File: src/rtl/trigger_pkg.sv
// Shared definitions for the trigger input/output paths: scan FSM encoding,
// default geometry and the trigger bit assignments.
package trigger_pkg;

    // Scan sequencer states
    typedef enum logic [2:0] {
        StIdle  = 3'd0,
        StLoad  = 3'd1,
        StSetup = 3'd2,
        StShift = 3'd3,
        StDone  = 3'd4
    } trig_state_e;

    localparam int unsigned DefClkDiv     = 4;
    localparam int unsigned DefDataLen    = 8;
    localparam int unsigned DefPollPeriod = 1000;

    // Trigger bit positions, identical on the input and output chains
    localparam int unsigned TrigIdxStart = 0;
    localparam int unsigned TrigIdxStop  = 1;
    localparam int unsigned TrigIdxMark  = 2;
    localparam int unsigned TrigIdxStimA = 3;
    localparam int unsigned TrigIdxStimB = 4;
    localparam int unsigned TrigIdxSync  = 5;
    localparam int unsigned TrigIdxAux0  = 6;
    localparam int unsigned TrigIdxAux1  = 7;

endpackage

File: src/rtl/hc165_drive.sv
// Shift engine for a 74HC165 chain: latches the parallel inputs, clocks the
// chain out MSB first and pulses o_finish on the last cycle of the last bit.
module hc165_drive
    import trigger_pkg::*;
#(
    parameter int unsigned CLK_DIV  = DefClkDiv,
    parameter int unsigned DATA_LEN = DefDataLen
) (
    input  logic                              i_clk,
    input  logic                              i_rst,
    input  logic                              i_start,
    input  logic [$clog2(DATA_LEN + 1) - 1:0] i_len,
    input  logic                              i_qh,
    output logic                              o_ld_n,
    output logic                              o_sck,
    output logic                              o_inh,
    output logic [DATA_LEN - 1:0]             o_data,
    output logic                              o_finish,
    output logic                              o_busy
);

    localparam int unsigned CntW = $clog2(CLK_DIV + 1);
    localparam int unsigned BitW = $clog2(DATA_LEN + 1);
    localparam logic [CntW - 1:0] DivLast    = CntW'(CLK_DIV - 1);
    localparam logic [CntW - 1:0] DivPreLast = CntW'(CLK_DIV - 2);

    trig_state_e           state_q;
    logic [CntW - 1:0]     cnt_q;
    logic [BitW - 1:0]     bit_q;
    logic [DATA_LEN - 1:0] shift_q;
    logic                  qh_meta_q;
    logic                  qh_sync_q;
    logic                  ld_n_q;
    logic                  sck_q;
    logic                  inh_q;
    logic                  finish_q;
    logic                  busy_q;

    logic phase_end;
    logic last_bit;

    assign phase_end = (cnt_q == DivLast);
    assign last_bit  = (bit_q == (i_len - BitW'(1)));

    assign o_ld_n   = ld_n_q;
    assign o_sck    = sck_q;
    assign o_inh    = inh_q;
    assign o_data   = shift_q;
    assign o_finish = finish_q;
    assign o_busy   = busy_q;

    // Two-flop synchronizer on the serial data line
    always_ff @(posedge i_clk or posedge i_rst) begin
        if (i_rst) begin
            qh_meta_q <= 1'b0;
            qh_sync_q <= 1'b0;
        end else begin
            qh_meta_q <= i_qh;
            qh_sync_q <= qh_meta_q;
        end
    end

    // Scan sequencer with registered chip controls
    always_ff @(posedge i_clk or posedge i_rst) begin
        if (i_rst) begin
            state_q  <= StIdle;
            cnt_q    <= '0;
            bit_q    <= '0;
            shift_q  <= '0;
            ld_n_q   <= 1'b1;
            sck_q    <= 1'b0;
            inh_q    <= 1'b1;
            finish_q <= 1'b0;
            busy_q   <= 1'b0;
        end else begin
            finish_q <= 1'b0;
            case (state_q)
                StIdle: begin
                    if (i_start) begin
                        state_q <= StLoad;
                        ld_n_q  <= 1'b0;
                        cnt_q   <= '0;
                        shift_q <= '0;
                        busy_q  <= 1'b1;
                    end
                end
                StLoad: begin
                    if (phase_end) begin
                        state_q <= StSetup;
                        ld_n_q  <= 1'b1;
                        inh_q   <= 1'b0;
                        cnt_q   <= '0;
                    end else begin
                        cnt_q <= cnt_q + CntW'(1);
                    end
                end
                StSetup: begin
                    if (phase_end) begin
                        state_q <= StShift;
                        cnt_q   <= '0;
                        bit_q   <= '0;
                    end else begin
                        cnt_q <= cnt_q + CntW'(1);
                    end
                end
                StShift: begin
                    if (!sck_q) begin
                        // Sample on the last low cycle, just before SCK rises
                        if (phase_end) begin
                            shift_q <= {shift_q[DATA_LEN - 2:0], qh_sync_q};
                            sck_q   <= 1'b1;
                            cnt_q   <= '0;
                        end else begin
                            cnt_q <= cnt_q + CntW'(1);
                        end
                    end else begin
                        // Lands finish on the final high cycle so the word publishes in DONE
                        if (last_bit && (cnt_q == DivPreLast)) begin
                            finish_q <= 1'b1;
                        end
                        if (phase_end) begin
                            sck_q <= 1'b0;
                            cnt_q <= '0;
                            if (last_bit) begin
                                state_q <= StDone;
                                inh_q   <= 1'b1;
                            end else begin
                                bit_q <= bit_q + BitW'(1);
                            end
                        end else begin
                            cnt_q <= cnt_q + CntW'(1);
                        end
                    end
                end
                StDone: begin
                    state_q <= StIdle;
                    busy_q  <= 1'b0;
                end
                default: begin
                    state_q <= StIdle;
                    ld_n_q  <= 1'b1;
                    sck_q   <= 1'b0;
                    inh_q   <= 1'b1;
                    busy_q  <= 1'b0;
                end
            endcase
        end
    end

endmodule

File: src/rtl/trigger_in_module.sv
// Trigger input reader: schedules scans of the 74HC165 chain (on request or
// periodic poll) and publishes the word plus its rising-edge mask.
module trigger_in_module
    import trigger_pkg::*;
#(
    parameter int unsigned CLK_DIV     = DefClkDiv,
    parameter int unsigned DATA_LEN    = DefDataLen,
    parameter int unsigned POLL_PERIOD = DefPollPeriod
) (
    input  logic                  i_clk,
    input  logic                  i_rst,
    input  logic                  i_scan_en,
    input  logic                  i_read_req,
    input  logic                  i_tri_in_qh,
    output logic                  o_tri_in_ld_n,
    output logic                  o_tri_in_sck,
    output logic                  o_tri_in_inh,
    output logic [DATA_LEN - 1:0] o_trigger_in_data,
    output logic [DATA_LEN - 1:0] o_trigger_in_edge,
    output logic                  o_trigger_in_valid,
    output logic                  o_busy
);

    localparam int unsigned BitW = $clog2(DATA_LEN + 1);
    localparam logic [BitW - 1:0] LenBits  = BitW'(DATA_LEN);
    localparam logic [19:0]       PollLast = 20'(POLL_PERIOD - 1);

    logic                  busy;
    logic                  finish;
    logic [DATA_LEN - 1:0] shift_word;
    logic [19:0]           poll_q;
    logic                  poll_tick;
    logic                  start;
    logic [DATA_LEN - 1:0] data_q;
    logic [DATA_LEN - 1:0] edge_q;
    logic                  valid_q;

    // A request and a poll tick in the same cycle collapse into one scan;
    // requests while busy are dropped rather than queued
    assign poll_tick = i_scan_en && (poll_q == PollLast);
    assign start     = !busy && (i_read_req || poll_tick);

    assign o_trigger_in_data  = data_q;
    assign o_trigger_in_edge  = edge_q;
    assign o_trigger_in_valid = valid_q;
    assign o_busy             = busy;

    hc165_drive #(
        .CLK_DIV  (CLK_DIV),
        .DATA_LEN (DATA_LEN)
    ) u_drive (
        .i_clk    (i_clk),
        .i_rst    (i_rst),
        .i_start  (start),
        .i_len    (LenBits),
        .i_qh     (i_tri_in_qh),
        .o_ld_n   (o_tri_in_ld_n),
        .o_sck    (o_tri_in_sck),
        .o_inh    (o_tri_in_inh),
        .o_data   (shift_word),
        .o_finish (finish),
        .o_busy   (busy)
    );

    // Poll counter: runs only while idle with polling enabled
    always_ff @(posedge i_clk or posedge i_rst) begin
        if (i_rst) begin
            poll_q <= '0;
        end else if (!i_scan_en || start) begin
            poll_q <= '0;
        end else if (!busy) begin
            poll_q <= poll_q + 20'd1;
        end
    end

    // Publish word and rising-edge mask against the previously published word
    always_ff @(posedge i_clk or posedge i_rst) begin
        if (i_rst) begin
            data_q  <= '0;
            edge_q  <= '0;
            valid_q <= 1'b0;
        end else begin
            valid_q <= finish;
            if (finish) begin
                data_q <= shift_word;
                edge_q <= shift_word & ~data_q;
            end
        end
    end

endmodule

File: config.mk
export PLATFORM = sky130hd
export DESIGN_NAME = trigger_in_module
export DESIGN_NICKNAME = d
export VERILOG_FILES = /design/src/rtl/trigger_pkg.sv /design/src/rtl/hc165_drive.sv /design/src/rtl/trigger_in_module.sv
export SDC_FILE = /design/constraint.sdc
export NUM_CORES = 1
export LEC_CHECK = 0
export BUFFER_PORTS_ARGS = -buffer_cell sky130_fd_sc_hd__buf_2
export CAP_MARGIN = 0
export CORE_ASPECT_RATIO = 1.2
export CORE_MARGIN = 2
export CORE_UTILIZATION = 63
export DETAILED_ROUTE_END_ITERATION = 8
export PLACE_DENSITY = 0.94
export SLEW_MARGIN = 20
export SYNTH_ARGS = -nofsm -noshare
export SYNTH_HDL_FRONTEND = slang
export SYNTH_SLANG_ARGS = --single-unit
File: constraint.sdc
create_clock -name i_clk -period 3.4 [get_ports i_clk]
set_clock_uncertainty 0.05 [all_clocks]
set_input_delay 0 -clock i_clk [delete_from_list [all_inputs] [get_ports i_clk]]
set_output_delay 0 -clock i_clk [all_outputs]
set_load 0.02 [all_outputs]
==> results.toml <==
[status]
outcome = "finished, final reports clean"

[floorplan]
coreArea_um2 = 4530
die_y_um = 78.8
die_w_um = 66.4
dieArea_um2 = 5230
initial_utilization_pct = 65.0
num_rows = 27
ios = 26

[clock_network]
cts_buffers = 9
cts_sinks = 62
clk_pin_slew_ns = 0.07
cts.path.max_buffers = 2
cts_tree = "built"
clkLatencyLatePin_ns = 0.35
root_buffer = "clkbuf_8"
htree_levels = 3

[global_route]
gr-total-overflow = 0
grt_max_degree = 34
antenna_found_initial = 0
track_usage_pct = 26.1
grt_pass1_wl_um = 10300
grt_pass1_vias = 2253

[logic_synthesis]
yosysTopAreaCell = "dfrtp_1"
synth_compound_area_share_pct = 12.2
syn_avg_cell_area_um2 = 9.80
yosys.area_share.adder_pct = 1.70
synth_xor_area_share_pct = 4.77
synth_nets = 309
yosysWarningCount = 0
synth_cell_types = 47
synth_top_family_by_area = "simple AND/OR/NAND/NOR gates"
yosys-top-cells-area = "dfrtp_1, nand2_1, nor2_1"
synth_top_area_share_pct = 51.1
synth-seq-cells = 62
synth_cells = 300
synthSimpleGateAreaFrac_pct = 21.6
muxShareOfSynthArea_pct = 1.91
synth_seq_area_share_pct = 52.9
syn_area_um2 = 2940

[min_path]
hold_path_class = "input port to flop"

[timing]
tightest_slew_ns = 0.722
finalCritPeriodShare_pct = 60.8
period_needed_ns = 2.07
holdWs_ns = 0.0323
slew_viol_final = 0
finalSetupTns_ns = 0
hold_viol_final = 0
clock.fmax_ghz = 0.484
rsz0062_at_grt = "no"
slew_headroom_pct = 51.4
finalSetupViolations = 0

[routing]
viasPerCell = 6.00
drc = 0
first_iter_violations = 195
post_drt_wl_per_cell_um = 15.4
drt-total-wl_um = 6000
route.antenna.remaining_nets = 0
drtPass1Iterations = 4
dr_total_vias = 2340

[finish]
final_common_cell = "dfrtp_1"
areaGrowthSynthToFinish_pct = 13.3
nNetsFinal = 336
fin_cells = 390
multi_input_comb_area_um2 = 1240
n_antenna_cell = 0
fill_cells = 295
fin_util_pct = 73.6
layout_common_cells = "dfrtp_1, nand2_1, nor2_1, buf_2, o21ai_0"
drive_above_1_share_pct = 18.1
final-seq-area_um2 = 1550

[run]
maxCapViolCount = 0

[setup_path]
critical_path.max_stage_delay_ns = 0.60
setup.worst_path.class = "flop to flop"
cp.required_ns = 3.58
startpoint_type = "flop"
critical_path.max_fanout = 9
cp.arrival_ns = 2.24
endpoint_kind = "flop"
path_cells = "nor4b_1, nand2_1, o41ai_4, nor2b_1, o21ai_1"
critPathSlowestCell = "o41ai_4"

[placement]
dp.cells = 370
routabilityCongestion = 0.900
port_buffers = 25
hpwl_um = 3890

[power_and_ir_drop]
power_leakage_nw = 1.59
vdd_ir_drop_max_uv = 394
power_density_nw_per_um2 = 459
==> state kept, by name, indices dropped and copies added, names as in the netlist <==
| name | cells |
|---|---|
| u_drive.cnt_q | 3 |
| u_drive.o_busy | 1 |
| o_trigger_in_valid | 1 |
| o_trigger_in_data | 8 |
| u_drive.o_ld_n | 1 |
| u_drive.bit_q | 4 |
| u_drive.o_data | 8 |
| u_drive.o_inh | 1 |
| u_drive.state_q | 3 |
| u_drive.qh_meta_q | 1 |
| u_drive.o_finish | 1 |
| u_drive.qh_sync_q | 1 |
| o_trigger_in_edge | 8 |
| poll_q | 20 |
| u_drive.o_sck | 1 |
==> report_power, final <==
group          internal (mW)  switching [mW]
clock                  0.423           0.319
sequential             0.742         0.00486
combinational         0.0120          0.0274
total                   1.18           0.351
==> Yosys cell counts, drive strengths merged <==
cell,count
dfrtp,60
nand2,38
nor2,31
o21ai,21
inv,17
a21oi,13
xor2,12
o22ai,11
nand3,9
and3,8
buf,7
clkbuf,7
nand3b,6
nand4,6
nor4,6
mux2,5
ha,4
xnor2,4
and2,3
and4,3
nand2b,3
dfstp,2
nor2b,2
nor3b,2
o31a,2
o31ai,2
or2,2
or4,2
a211o,1
a211oi,1
a21boi,1
a21o,1
a2bb2oi,1
nor3,1
nor4b,1
o211ai,1
o32a,1
o41ai,1
or3,1
or4b,1
==> worst max-delay path: cells and delay by family (launching register included) <==
kind            cells  cell delay, ns
simple gates        3            0.76
compound gates      2            0.69
flops               1            0.45
==> cell type report <==
type	count	area share, %
multi-input combinational	207	37.3
timing repair buffer	30	5.18
clock inverter	7	3.08
clock buffer	9	3.72
tap	58	2.18
inverter	17	1.92
sequential	62	46.6
==> metrics by stage <==
step	setup WS, ns	power (mW)	cell area [µm²]
after global routing	1.15	1.57	3330
after CTS	1.01	1.53	3330
after detailed placement	1.08	0.799	3060
after global placement	1.29	0.797	3060
final	1.33	1.53	3330
after floorplan	1.55	0.786	2940
==> logic make-up (layout without fill, tap and decap cells) <==
family,Yosys count,in the layout
simple gates,125,125
xor+xnor,16,16
mux,5,5
buf+inv,31,63
compound gates,57,57
fa+ha+maj,4,4
flops,62,62
==> routing by layer <==
metal  GRT usage, %  up-vias  part of all wire [%]
met5              0        -                     0
met4           10.4        0                   2.3
met3           5.95       14                   4.3
met2           43.0       70                    51
met1           33.3     1153                    42
li1               -     1103                     -
==> path summary, 6_finish.rpt <==
check	from	to	slack, ns	cells after the start
max in group asynchronous	i_rst	u_drive.bit_q[2]$_DFFE_PP0P_	2.22	4
setup / recovery	poll_q[10]$_DFFE_PP0P_	u_drive.cnt_q[0]$_DFFE_PP0P_	1.33	5
hold / removal	i_read_req	u_drive.o_ld_n$_DFFE_PP1P_	0.03	4
hold reg to reg	u_drive.qh_meta_q$_DFF_PP0_	u_drive.qh_sync_q$_DFF_PP0_	0.32	0
min in group asynchronous	i_rst	o_trigger_in_valid$_DFF_PP0_	0.25	3
setup reg to reg	poll_q[10]$_DFFE_PP0P_	u_drive.cnt_q[0]$_DFFE_PP0P_	1.33	5
==> what timing repair did <==
action / in CTS / in global routing
hold buffers: 4 / 0
buffers inserted: 0 / 0
hold endpoints to repair: 35 / 0
endpoints found under the setup margin: 0 / 0
resized for setup: 0 / 0
(Power assumes the default switching activity.)
